`config.mk`:
```
export PLATFORM = sky130hd
export DESIGN_NAME = rr_arbiter
export DESIGN_NICKNAME = d
export VERILOG_FILES = /design/src/rtl/arb_pkg.sv /design/src/rtl/mux_gen.sv /design/src/rtl/rr_pick.sv /design/src/rtl/rr_arbiter.sv
export SDC_FILE = /design/constraint.sdc
export NUM_CORES = 1
export LEC_CHECK = 0
export BUFFER_PORTS_ARGS = -buffer_cell sky130_fd_sc_hd__buf_2
export CAP_MARGIN = 0
export CELL_PAD_IN_SITES_DETAIL_PLACEMENT = 1
export CELL_PAD_IN_SITES_GLOBAL_PLACEMENT = 1
export CORE_AREA = 2 2 89 113
export CTS_BUF_LIST = sky130_fd_sc_hd__clkbuf_16
export DETAILED_ROUTE_END_ITERATION = 6
export DIE_AREA = 0 0 91 115
export MAX_ROUTING_LAYER = met4
export PLACE_DENSITY = 0.83
export SETUP_SLACK_MARGIN = 0.5
export SYNTH_ARGS = -nofsm -noshare
export SYNTH_HDL_FRONTEND = slang
export SYNTH_SLANG_ARGS = --single-unit
```
`constraint.sdc`:
```
create_clock -name clk -period 4.2 [get_ports clk]
set_clock_uncertainty 0.05 [all_clocks]
set_input_delay 0.21 -clock clk [delete_from_list [all_inputs] [get_ports clk]]
set_output_delay 0.21 -clock clk [all_outputs]
set_load 0.1 [all_outputs]
```
`src/rtl/arb_pkg.sv`:
```
// Shared types and helpers for the round-robin arbiter.
package arb_pkg;

    // Output-slot state: empty, or holding a beat for downstream.
    typedef enum logic {
        ARB_IDLE = 1'b0,
        ARB_BUSY = 1'b1
    } arb_state_t;

    // Wrapping increment of a requester index over 2**n requesters.
    function automatic int unsigned rr_next(input int unsigned ptr, input int unsigned n);
        return (ptr + 32'd1) % (32'd1 << n);
    endfunction

endpackage

```
`src/rtl/mux_gen.sv`:
```
// Data steering mux: selects one of 2**N WIDTH-bit inputs.
module mux_gen #(
    parameter int unsigned WIDTH = 32,
    parameter int unsigned N     = 2
) (
    input  logic [WIDTH-1:0] i_data [1<<N],
    input  logic [N-1:0]     i_sel,
    output logic [WIDTH-1:0] o_data
);

    // Index the selected requester's data.
    always_comb begin
        o_data = i_data[i_sel];
    end

endmodule

```
`src/rtl/rr_pick.sv`:
```
// Combinational round-robin pick: rotate the request vector so the
// pointer lands on bit 0, take the lowest set bit, then un-rotate.
module rr_pick #(
    parameter int unsigned N = 2
) (
    input  logic [(1<<N)-1:0] i_req,
    input  logic [N-1:0]      i_ptr,
    output logic [N-1:0]      o_grant,
    output logic              o_any
);

    localparam int unsigned R = 1 << N;

    logic [R-1:0] w_rot;
    logic [N-1:0] w_idx;

    // Rotate requests so the current pointer sits at bit 0.
    always_comb begin
        w_rot = '0;
        for (int unsigned i = 0; i < R; i++) begin
            w_rot[N'(i)] = i_req[N'(i) + i_ptr];
        end
    end

    // Fixed-priority find-first: lowest set bit of the rotated vector wins.
    always_comb begin
        w_idx = '0;
        for (int unsigned i = R; i > 0; i--) begin
            if (w_rot[N'(i - 1)]) begin
                w_idx = N'(i - 1);
            end
        end
    end

    // Un-rotate the index back to requester numbering (wraps in N bits).
    always_comb begin
        o_any   = |i_req;
        o_grant = w_idx + i_ptr;
    end

endmodule

```
`src/rtl/rr_arbiter.sv`:
```
// Round-robin arbiter: shares one WIDTH-bit registered output stage
// (valid/ready) between 2**N requesters.
// Optional packet hold is enabled by defining RR_ARB_HOLD_EN: once a
// requester is accepted with req_last=0 it keeps the channel until it
// sends a beat with req_last=1.
module rr_arbiter
    import arb_pkg::*;
#(
    parameter int unsigned WIDTH = 32,
    parameter int unsigned N     = 2
) (
    input  logic                 clk,
    input  logic                 rst,
    input  logic [(1<<N)-1:0]    req_valid,
    input  logic [WIDTH-1:0]     req_data [1<<N],
    input  logic [(1<<N)-1:0]    req_last,
    output logic [(1<<N)-1:0]    req_ready,
    output logic                 out_valid,
    output logic [WIDTH-1:0]     out_data,
    output logic [N-1:0]         out_sel,
    input  logic                 out_ready
);

    localparam int unsigned R = 1 << N;

    arb_state_t       r_state;
    arb_state_t       w_state_nxt;
    logic [N-1:0]     r_ptr;
    logic             r_out_valid;
    logic [WIDTH-1:0] r_out_data;
    logic [N-1:0]     r_out_sel;

    logic [R-1:0]     w_req_eff;
    logic [N-1:0]     w_grant;
    logic             w_any;
    logic             w_slot_free;
    logic             w_accept;
    logic [WIDTH-1:0] w_mux;

`ifdef RR_ARB_HOLD_EN
    logic         r_lock;
    logic [N-1:0] r_lock_id;

    // While locked, only the packet owner is visible to the picker.
    always_comb begin
        w_req_eff = r_lock ? (req_valid & (R'(1) << r_lock_id)) : req_valid;
    end

    // Lock on a non-last beat, release on the owner's last beat.
    always_ff @(posedge clk) begin
        if (rst) begin
            r_lock    <= 1'b0;
            r_lock_id <= '0;
        end else if (w_accept) begin
            if (!req_last[w_grant]) begin
                r_lock    <= 1'b1;
                r_lock_id <= w_grant;
            end else begin
                r_lock    <= 1'b0;
            end
        end
    end
`else
    logic w_unused_last;

    // Every beat is arbitrated independently; req_last has no effect.
    always_comb begin
        w_req_eff     = req_valid;
        w_unused_last = ^req_last;
    end
`endif

    rr_pick #(.N(N)) u_pick (
        .i_req   (w_req_eff),
        .i_ptr   (r_ptr),
        .o_grant (w_grant),
        .o_any   (w_any)
    );

    mux_gen #(.WIDTH(WIDTH), .N(N)) u_mux_gen (
        .i_data (req_data),
        .i_sel  (w_grant),
        .o_data (w_mux)
    );

    // Accept decision and one-hot ready pulse; nothing is taken during reset.
    always_comb begin
        w_slot_free = (r_state == ARB_IDLE) | (r_out_valid & out_ready);
        w_accept    = w_slot_free & w_any & ~rst;
        req_ready   = w_accept ? (R'(1) << w_grant) : '0;
    end

    // FSM state register.
    always_ff @(posedge clk) begin
        if (rst) begin
            r_state <= ARB_IDLE;
        end else begin
            r_state <= w_state_nxt;
        end
    end

    // FSM next state: any accept fills the slot, a drain with no accept empties it.
    always_comb begin
        w_state_nxt = r_state;
        case (r_state)
            ARB_IDLE: begin
                if (w_accept) w_state_nxt = ARB_BUSY;
            end
            ARB_BUSY: begin
                if (w_accept)       w_state_nxt = ARB_BUSY;
                else if (out_ready) w_state_nxt = ARB_IDLE;
            end
            default: w_state_nxt = ARB_IDLE;
        endcase
    end

    // Output stage and pointer: load on accept, drop valid on drain.
    always_ff @(posedge clk) begin
        if (rst) begin
            r_out_valid <= 1'b0;
            r_out_data  <= '0;
            r_out_sel   <= '0;
            r_ptr       <= '0;
        end else if (w_accept) begin
            r_out_valid <= 1'b1;
            r_out_data  <= w_mux;
            r_out_sel   <= w_grant;
            r_ptr       <= N'(rr_next(32'(w_grant), N));
        end else if (r_out_valid && out_ready) begin
            r_out_valid <= 1'b0;
        end
    end

    // Drive registered outputs.
    always_comb begin
        out_valid = r_out_valid;
        out_data  = r_out_data;
        out_sel   = r_out_sel;
    end

endmodule
```
==> results.cfg, run 1 <==
[detailed_routing]
ant_nets = 0
num_vias = 3043
via_per_inst = 5.30
drt_pass1_iterations = 4
wire_per_inst_um = 17.1
drc = 0
first_iter_violations = 153
wl_um = 9830

[floorplanning]
initial_utilization_pct = 28.5
die_h_um = 115
num_rows = 40
coreArea_sq_um = 9410
die-area_sq_um = 10500
die_w_um = 91
ios = 178

[clocking]
cts_tree = built
ctsLongestPathBuffers = 2
h-tree-depth = 2
cts_hold_buf = 0
root_buffer = clkbuf_16
cts_buffers = 5
path_clk_slew_ps = 60
clock_sinks = 38
clk_latency_ps = 270

[placement]
port_buffers = 173
place.gp.congestion = 0.748
post-place-ws_ps = 768
hpwl_um = 7290

[timing]
final-max-slew-violation-count = 0
fin_ws_ps = 810
worst_slew_pin_slew_ps = 872
slew_headroom_pct = 41.9
period_minus_slack_ps = 3390
hold_ws_ps = 162
max_freq_mhz = 295
rsz0062_at_grt = no
setup_violations = 0
hold_viol_final = 0
timing.final.crit_share_pct = 80.7
tns_ps = 0

[cells_and_area]
seq_area_sq_um = 762
antennaDiodeCount = 0
fin_nets = 587
area_delta_synth_final_pct = 42.2
drive_gt1_share_pct = 51.1
utilization_pct = 40.5
fillers = 1174
multi_input_area_sq_um = 1790

[grt]
overflow = 0
grt_antenna_before_repair = 0
grt_pass1_vias = 3179
gr-usage-all-layers_pct = 18.6
grt_pass1_wl_um = 15500
grt_max_degree = 55

[worst_setup_path]
crit_chain = nor2_1, a221oi_1, a31oi_1, a211o_1, ha_4, xor2_1, a21oi_4, buf_4, or2_1, nor2_1, buf_2
slowest_delay_ps = 460
crit_path_end_kind = primary output
critPathTopFamily = compound AO/OA/AOI/OAI gates
cp.buffers_inverters = 2
arrival_ps = 3130
crit_type = flip-flop to primary output
critPathSlowestCell = dfxtp_2
r2r-start = r_ptr[0]
crit_start = r_ptr[0]
worstPathRequired_ps = 3940
worst_path_most_repeated_cell = nor2_1
path_max_fanout = 14
crit_path_start_kind = flip-flop

[synth]
ys_ff_latch = 38
yosysTopAreaCell = dfxtp_1
yosysSeqAreaShare_pct = 28.4
netlist_instances = 293
synth_nets = 433
synth_area_sq_um = 2680
yosys-top-cells-area = dfxtp_1, mux2_2, mux2i_1
avgSynthCellArea_sq_um = 9.14
yosysWarnings = 0
synth_cell_type_count = 37
synth_top_area_share_pct = 28.4

[pwr]
vdd_drop_max_mv = 0.500
p_leak_nw = 1.76
power.density_nw_per_um2 = 923

[min_path]
hp-class = primary input to flip-flop
min_from = out_ready

[run]
drv_cap = 0

[run_status]
outcome = finished clean
[synthesized netlist by cell type]
master / n
dfxtp_1: 38
mux2_2: 32
mux2i_1: 32
clkbuf_1: 30
nor4_1: 27
nor3b_1: 26
a311o_1: 25
nor2_1: 13
nand3b_1: 9
nor3_1: 9
o21a_1: 8
nand2_1: 7
o31ai_1: 7
buf_2: 3
a21oi_1: 2
buf_6: 2
o21ai_0: 2
or3_1: 2
a211o_1: 1
a211oi_1: 1
a21boi_0: 1
a221oi_1: 1
a31oi_1: 1
and3_1: 1
buf_1: 1
buf_4: 1
clkbuf_2: 1
ha_1: 1
inv_1: 1
nor2b_1: 1
nor4b_1: 1
o2111ai_1: 1
o211ai_1: 1
o21bai_1: 1
o31a_1: 1
or2_1: 1
xor2_1: 1
[through the flow]
step                      instances  total power, W  area, sq um
after floorplan                 293         0.00271         2680
after global placement          560         0.00309         3620
after detailed placement        560         0.00315         3620
after CTS                       568         0.00352         3760
after global routing            574         0.00369         3810
final                           574         0.00352         3810
[path summary, 6_finish.rpt]
| path | endpoint | slack [ps] | depth (start not counted) |
|---|---|---|---|
| max | req_ready[1] | 810 | 11 |
| min | out_valid | 160 | 4 |
| max reg2reg | out_data[24] | 1060 | 8 |
| min reg2reg | r_state | 400 | 2 |
[cell families (layout without fill, tap and decap cells)]
family / after synthesis / in the layout / share of synthesized area, %
mux: 64 / 64 / 25.4
flops: 38 / 38 / 28.4
xor+xnor: 1 / 1 / 0.327
simple gates: 97 / 97 / 22.1
buf+inv: 39 / 194 / 6.35
compound gates: 53 / 53 / 17.0
fa+ha+maj: 1 / 1 / 0.467
[power breakdown]
group	internal, W	leakage [nW]	switching, W
sequential	0.000531	0.316	0.0000845
clock	0.000214	0.0663	0.000143
combinational	0.000667	1.38	0.00188
[layout make-up]
cell class              instances  share of cell area, %
well taps                     126                   4.14
flip-flops and latches         38                   20.0
repair buffers                185                   25.2
inverters                       1                 0.0986
multi-input cells             216                   46.9
clock inverters                 3                  0.296
clock buffers                   5                   3.29
[layer usage]
layer	vias to the layer above	wire, um	GRT usage, %
met3	14	376	2.10
met1	1477	3760	19.4
met5	-	0	-
met2	103	5500	36.3
li1	1449	-	-
met4	0	189	6.06
[what timing repair did]
action                                  4_1_cts  5_1_grt
endpoints found under the setup margin        1        4
gates resized for setup                       1        3
buffers inserted                              0        6
pin swaps                                     0        0
hold endpoints to repair                      0        0
[placed cells by master, fill, tap and decap left out, drive strengths merged, types with 2 or more instances in the layout]
cell type,Yosys,layout
mux2,32,32
nor3b,26,26
nor3,9,9
clkbuf,31,6
o21ai,2,2
o31ai,7,7
o21a,8,8
nor2,13,13
nor4,27,27
clkinv,0,3
nand2,7,7
dfxtp,38,38
or3,2,2
buf,7,184
mux2i,32,32
a21oi,2,2
nand3b,9,9
a311o,25,25
[sequential cells by signal (all words and copies together), names as in the netlist]
register,count
out_sel,2
out_valid,1
out_data,32
r_state,1
r_ptr,2
[worst min-delay path: stages]
cell,delay [ps]
buf_2,90
nor2_1,50
nand2_1,60
nand2_1,40
Power figures use the tool's default switching activity.
==> run 2, diff against run 1 <==
--- a/config.mk
+++ b/config.mk
@@ -9,12 +9,12 @@
 export CAP_MARGIN = 0
 export CELL_PAD_IN_SITES_DETAIL_PLACEMENT = 1
 export CELL_PAD_IN_SITES_GLOBAL_PLACEMENT = 1
-export CORE_AREA = 2 2 89 113
+export CORE_AREA = 2 2 93 117
 export CTS_BUF_LIST = sky130_fd_sc_hd__clkbuf_16
 export DETAILED_ROUTE_END_ITERATION = 6
-export DIE_AREA = 0 0 91 115
+export DIE_AREA = 0 0 95 119
 export MAX_ROUTING_LAYER = met4
-export PLACE_DENSITY = 0.83
+export PLACE_DENSITY = 0.8
 export SETUP_SLACK_MARGIN = 0.5
 export SYNTH_ARGS = -nofsm -noshare
 export SYNTH_HDL_FRONTEND = slang
==> constraint.sdc (replaced) <==
create_clock -name clk -period 2.8 [get_ports clk]
set_clock_uncertainty 0.05 [all_clocks]
set_input_delay 0.14 -clock clk [delete_from_list [all_inputs] [get_ports clk]]
set_output_delay 0.14 -clock clk [all_outputs]
set_load 0.1 [all_outputs]
==> run 2 against run 1 <==
Net effect:
- worst hold slack got worse by 58 ps
- routed wire length increased by 7.0%
- non-clock buffer count rose by 21
- critical path type unchanged
- final cell count increased by 4.9%
- core utilization is 2.7 points higher
- clock-buffer cell count stayed put
- largest power group unchanged
- sequential cell count did not move
- clock power grew 54%
==> results.cfg, run 2 (synthesis results as in run 1) <==
[run_status]
outcome = finished clean

[floorplanning]
coreArea_sq_um = 10400
die_w_um = 95
initial_utilization_pct = 25.9
num_rows = 42
ios = 178
die_h_um = 119
die-area_sq_um = 11300

[cells_and_area]
largest_reg_flops = 32
utilization_pct = 43.2
mostFrequentLayoutCell = buf_2
stdcell_area_sq_um = 4470
drive_gt1_share_pct = 58.2
layout.cells.non_filler = 602
fillers = 1228
area_delta_synth_final_pct = 66.8
mostFrequentLayoutCells = buf_2, dfxtp_1, mux2i_1
fin_nets = 608

[worst_setup_path]
crit_type = flip-flop to primary output
crit_path_start_kind = flip-flop
path_max_fanout = 4
crit_path_end_kind = primary output
arrival_ps = 2560
worstPathRequired_ps = 2610

[timing]
period_minus_slack_ps = 2750
slew_headroom_pct = 66.2
hold_viol_final = 0
timing.final.crit_share_pct = 98.0
rsz0062_at_grt = yes
final-max-slew-violation-count = 0
worst_slew_pin_slew_ps = 511
max_freq_mhz = 364
setup_violations = 0
hold_ws_ps = 103

[pwr]
power.density_nw_per_um2 = 1410
comb_power_share_pct = 76.6
vdd_drop_max_mv = 0.731
p_sw_share_pct = 54.9
p_switching_w = 0.00345
p_leak_nw = 2.06
clkPwrFrac_pct = 8.7
p_int_w = 0.00284
finalPower_w = 0.00629
seq_power_share_pct = 14.7

[placement]
hpwl_um = 7340
place.gp.congestion = 0.733
dpl_cell_area_sq_um = 3850
port_buffers = 173
dp_cells = 575

[grt]
gr-usage-all-layers_pct = 18.8
grt_pass1_vias = 3425
overflow = 0
grt_pass1_wl_um = 16500
grt_max_degree = 39
grt_antenna_before_repair = 1

[clocking]
h-tree-depth = 2
clock_sinks = 38
clk_latency_ps = 270
cts_hold_buf = 0
cts_buffers = 5
ctsLongestPathBuffers = 2
cts_tree = built
path_clk_slew_ps = 60
root_buffer = clkbuf_16

[detailed_routing]
wire_per_inst_um = 17.5
drt_pass1_iterations = 4
drc = 0
ant_nets = 0
first_iter_violations = 64
wl_um = 10500
num_vias = 3166
via_per_inst = 5.26

[run]
drv_cap = 0

[min_path]
hp-class = primary input to flip-flop
[run 2: path summary, 6_finish.rpt]
check            start            to  slack, ps  depth (start not counted)
max reg2reg   r_ptr[0]  out_data[26]        180                         11
min reg2reg    r_state       r_state        390                          2
max           r_ptr[0]  req_ready[0]         50                         10
min          out_ready       r_state        100                          4
[run 2: final cells by class]
cell class / instances / area, sq um / area share (%)
tap: 132 / 165 / 3.70
antenna: 1 / 2.50 / 0.0560
timing repair buffer: 206 / 1420 / 31.8
sequential: 38 / 763 / 17.1
multi-input combinational: 216 / 1980 / 44.2
clock buffer: 5 / 125 / 2.80
inverter: 1 / 3.75 / 0.0840
clock inverter: 3 / 12.5 / 0.280
[run 2: through the flow]
step                      setup TNS [ps]  setup slack, ps
after CTS                          -7.66            -5.78
after global placement                 0              264
after global routing               -63.1            -40.0
after floorplan                     -298             -298
final                                  0             54.7
after detailed placement               0              196
[run 2: critical path, stage by stage, from the launching register on]
cell and delay, ps:
dfxtp_2 340, nor2b_4 130, a221oi_2 220, a31oi_1 70, a211o_1 300, ha_4 190, xor2_4 160, and3_4 190
or2_4 260, nor3_4 220, buf_12 200
[run 2: power groups by stage]
stage	sequential (W)	combinational (W)	clock [W]
3_3_place_gp	0.000913	0.00394	0
6_report	0.000923	0.00482	0.000549
5_1_grt	0.000956	0.00501	0.000596
3_5_place_dp	0.000930	0.00401	0
2_1_floorplan	0.00267	0.00168	0
4_1_cts	0.000921	0.00468	0.000572
[run 2: timing repair]
| item | CTS | global route |
|---|---|---|
| pin swaps | 4 | 2 |
| setup endpoints to repair | 38 | 38 |
| gates cloned | 5 | 1 |
| setup buffers | 11 | 1 |
| gates resized for setup | 39 | 18 |
[run 2: per-layer routing]
layer / track usage (%) / part of all wire (%)
met5: - / 0
met3: 3.29 / 6.1
met1: 19.7 / 37
met2: 35.3 / 54
met4: 5.25 / 2.2
==> run 3, diff against run 2 <==
--- a/config.mk
+++ b/config.mk
@@ -5,14 +5,15 @@
 export SDC_FILE = /design/constraint.sdc
 export NUM_CORES = 1
 export LEC_CHECK = 0
+export ABC_AREA = 1
 export BUFFER_PORTS_ARGS = -buffer_cell sky130_fd_sc_hd__buf_2
 export CAP_MARGIN = 0
 export CELL_PAD_IN_SITES_DETAIL_PLACEMENT = 1
 export CELL_PAD_IN_SITES_GLOBAL_PLACEMENT = 1
-export CORE_AREA = 2 2 93 117
+export CORE_AREA = 2 2 97 122
 export CTS_BUF_LIST = sky130_fd_sc_hd__clkbuf_16
 export DETAILED_ROUTE_END_ITERATION = 6
-export DIE_AREA = 0 0 95 119
+export DIE_AREA = 0 0 99 124
 export MAX_ROUTING_LAYER = met4
 export PLACE_DENSITY = 0.8
 export SETUP_SLACK_MARGIN = 0.5
==> run 3 against run 2 <==
Net effect:
- combinational power rose by 0.8%
- critical path depth rose by 9
- routed wire length rose by 14%
- core utilization fell by 2.9 points
- via count rose by 16%
- register-to-register slack improved by 30 ps
- first-iteration DRC count rose by 48%
- setup slack improved by 160 ps
- maximum frequency rose by 6.1%
- non-clock buffer count fell by 1
- sequential power fell by 6.2%
- final cell count rose by 24%
- critical endpoint is now out_data[2]
- largest power group unchanged
==> results.cfg, run 3 <==
[run_status]
outcome = finished clean

[floorplanning]
die_h_um = 124
num_rows = 43
die_w_um = 99
die-area_sq_um = 12300
ios = 178
initial_utilization_pct = 23.7
coreArea_sq_um = 11000

[placement]
hpwl_um = 8090
dp_cells = 719
place.gp.congestion = 0.752
port_buffers = 173
dpl_cell_area_sq_um = 3700

[clocking]
ctsLongestPathBuffers = 2
cts_tree = built
root_buffer = clkbuf_16
cts_buffers = 5
path_clk_slew_ps = 60
h-tree-depth = 2
clock_sinks = 38
clk_latency_ps = 280

[cells_and_area]
fin_nets = 753
stdcell_area_sq_um = 4450
largest_reg_flops = 32
drive_gt1_share_pct = 45.6
mostFrequentLayoutCell = buf_2
mostFrequentLayoutCells = buf_2, nand2_1, nand3_1
area_delta_synth_final_pct = 70.1
antennaDiodeCount = 0
layout.cells.non_filler = 749

[run]
drv_cap = 0

[synth]
netlist_instances = 433
synth_simple_gate_area_share_pct = 47.2
synth-compound-area-share_pct = 9.81
synth_top_area_share_pct = 29.1
synth_nets = 573
synth_top_family_by_area = simple AND/OR/NAND/NOR gates
yosysWarnings = 0
synth_cell_type_count = 28
ys.flop_type = dfxtp_1
yosys-top-cells-area = dfxtp_1, nand2_1, nand3_1
synth_xor_area_share_pct = 0.335
yosysMostFrequentCell = nand2_1
muxShareOfSynthArea_pct = 5.36
synthAdderAreaFrac_pct = 0.479
synth_area_sq_um = 2610
synth_commonest_cells = nand2_1, nand3_1, nor2_1
synth_edf_count = 0
yosysSeqAreaShare_pct = 29.1
avgSynthCellArea_sq_um = 6.04
yosysTopAreaCell = dfxtp_1
ys_ff_latch = 38
ys_async_sr_fraction_pct = 0

[detailed_routing]
ant_nets = 0
via_per_inst = 4.90
drt_pass1_iterations = 5
wire_per_inst_um = 16.0
first_iter_violations = 95
num_vias = 3672
drc = 0
wl_um = 12000

[grt]
grt_pass1_vias = 3932
grt_max_degree = 52
gr-usage-all-layers_pct = 18.4
overflow = 0
grt_antenna_before_repair = 0
grt_pass1_wl_um = 18000

[worst_setup_path]
crit_path_end_kind = flip-flop
r2r_slack_ps = 210
slowest_delay_ps = 410
critPathTopFamily = buffers and inverters
path_max_fanout = 7
crit_type = flip-flop to flip-flop
arrival_ps = 2740
worstPathRequired_ps = 2960
crit_path_start_kind = flip-flop
critPathSlowestCell = dfxtp_4
cp.buffers_inverters = 6
crit_chain = buf_6, nand2_4, nand2_4, nand2_2, nand2_2, a31oi_1, nor2_1, ha_2, xor2_4, inv_2, nand3_4, nand2_8, buf_4, buf_6, buf_12, clkbuf_16, nand2_1, nand3_1, a21oi_1

[pwr]
p_switching_w = 0.00365
clkPwrFrac_pct = 11.3
seq_power_share_pct = 13.4
p_int_w = 0.00281
comb_power_share_pct = 75.2
finalPower_w = 0.00646
vdd_drop_max_mv = 0.678
p_sw_share_pct = 56.4
power.density_nw_per_um2 = 1450
p_leak_nw = 2.29

[timing]
tns_ps = 0
hold_ws_ps = 14.5
hold_viol_final = 0
worst_slew_pin_slew_ps = 519
final-max-slew-violation-count = 0
setup_violations = 0
slew_headroom_pct = 65.6
period_minus_slack_ps = 2590
timing.final.crit_share_pct = 92.4
rsz0062_at_grt = yes
max_freq_mhz = 387

[min_path]
hp-class = primary input to flip-flop
==> run 3: cell types whose count changed in the layout (fill, tap and decap cells not counted), sizes merged, moves of 9 or more <==
cell,change
nand2,+156
nand3,+63
mux2,-32
nor2,+27
nor4,-27
nor3b,-26
a311o,-25
mux2i,-18
nand4,+18
o21ai,+17
a21oi,+16
inv,+9
nand3b,-9
==> run 3: worst paths after layout <==
kind              start     endpoint  cells past startpoint
max            r_ptr[0]  out_data[2]                     19
min           out_ready      r_state                      2
max reg2reg    r_ptr[0]  out_data[2]                     19
min reg2reg  out_sel[1]   out_sel[1]                      2
==> run 3: per-stage QoR <==
step	util [%]	setup WS, ps
final	40.3	213
after global routing	40.3	66.8
after CTS	36.8	252
after detailed placement	33.5	173
after global placement	33.5	231
after floorplan	-	112
==> run 3: cell families after synthesis <==
logic type / Yosys count
buffers and inverters: 46
AO/OA/AOI/OAI: 48
XOR/XNOR: 1
AND/OR/NAND/NOR: 285
flip-flops: 38
multiplexers: 14
adder cells (fa/ha/maj): 1
==> run 3: cell type report <==
class                      instances  area [sq um]
fill                            1403          6580
multi-input combinational        349          1880
timing repair buffer             205          1380
sequential                        38           769
tap                              135           169
clock buffer                       5           125
clock inverter                     3          63.8
inverter                          13          61.3
timing repair inverter             1          3.75
==> run 3: layer usage <==
metal	up-vias	GRT usage, %	wire length (um)
li1	1794	-	-
met4	0	5.74	193
met3	15	3.76	621
met1	1750	19.2	4830
met5	-	-	0
met2	113	34.8	6330
==> run 3: what timing repair did <==
| action | 4_1_cts | 5_1_grt |
|---|---|---|
| gates cloned | 1 | 6 |
| hold endpoints to repair | 0 | 0 |
| pin swaps | 12 | 30 |
| buffers inserted | 10 | 5 |
| gates resized for setup | 26 | 65 |
| setup endpoints to repair | 34 | 37 |
| hold buffers | 0 | 0 |
==> run 3: power by group through the flow <==
stage	logic [W]	registers, W	clock network (W)
floorplan	0.00170	0.00227	0
global placement	0.00383	0.000867	0
detailed placement	0.00391	0.000879	0
CTS	0.00416	0.000868	0.000754
global route	0.00520	0.000896	0.000777
finish	0.00486	0.000866	0.000733
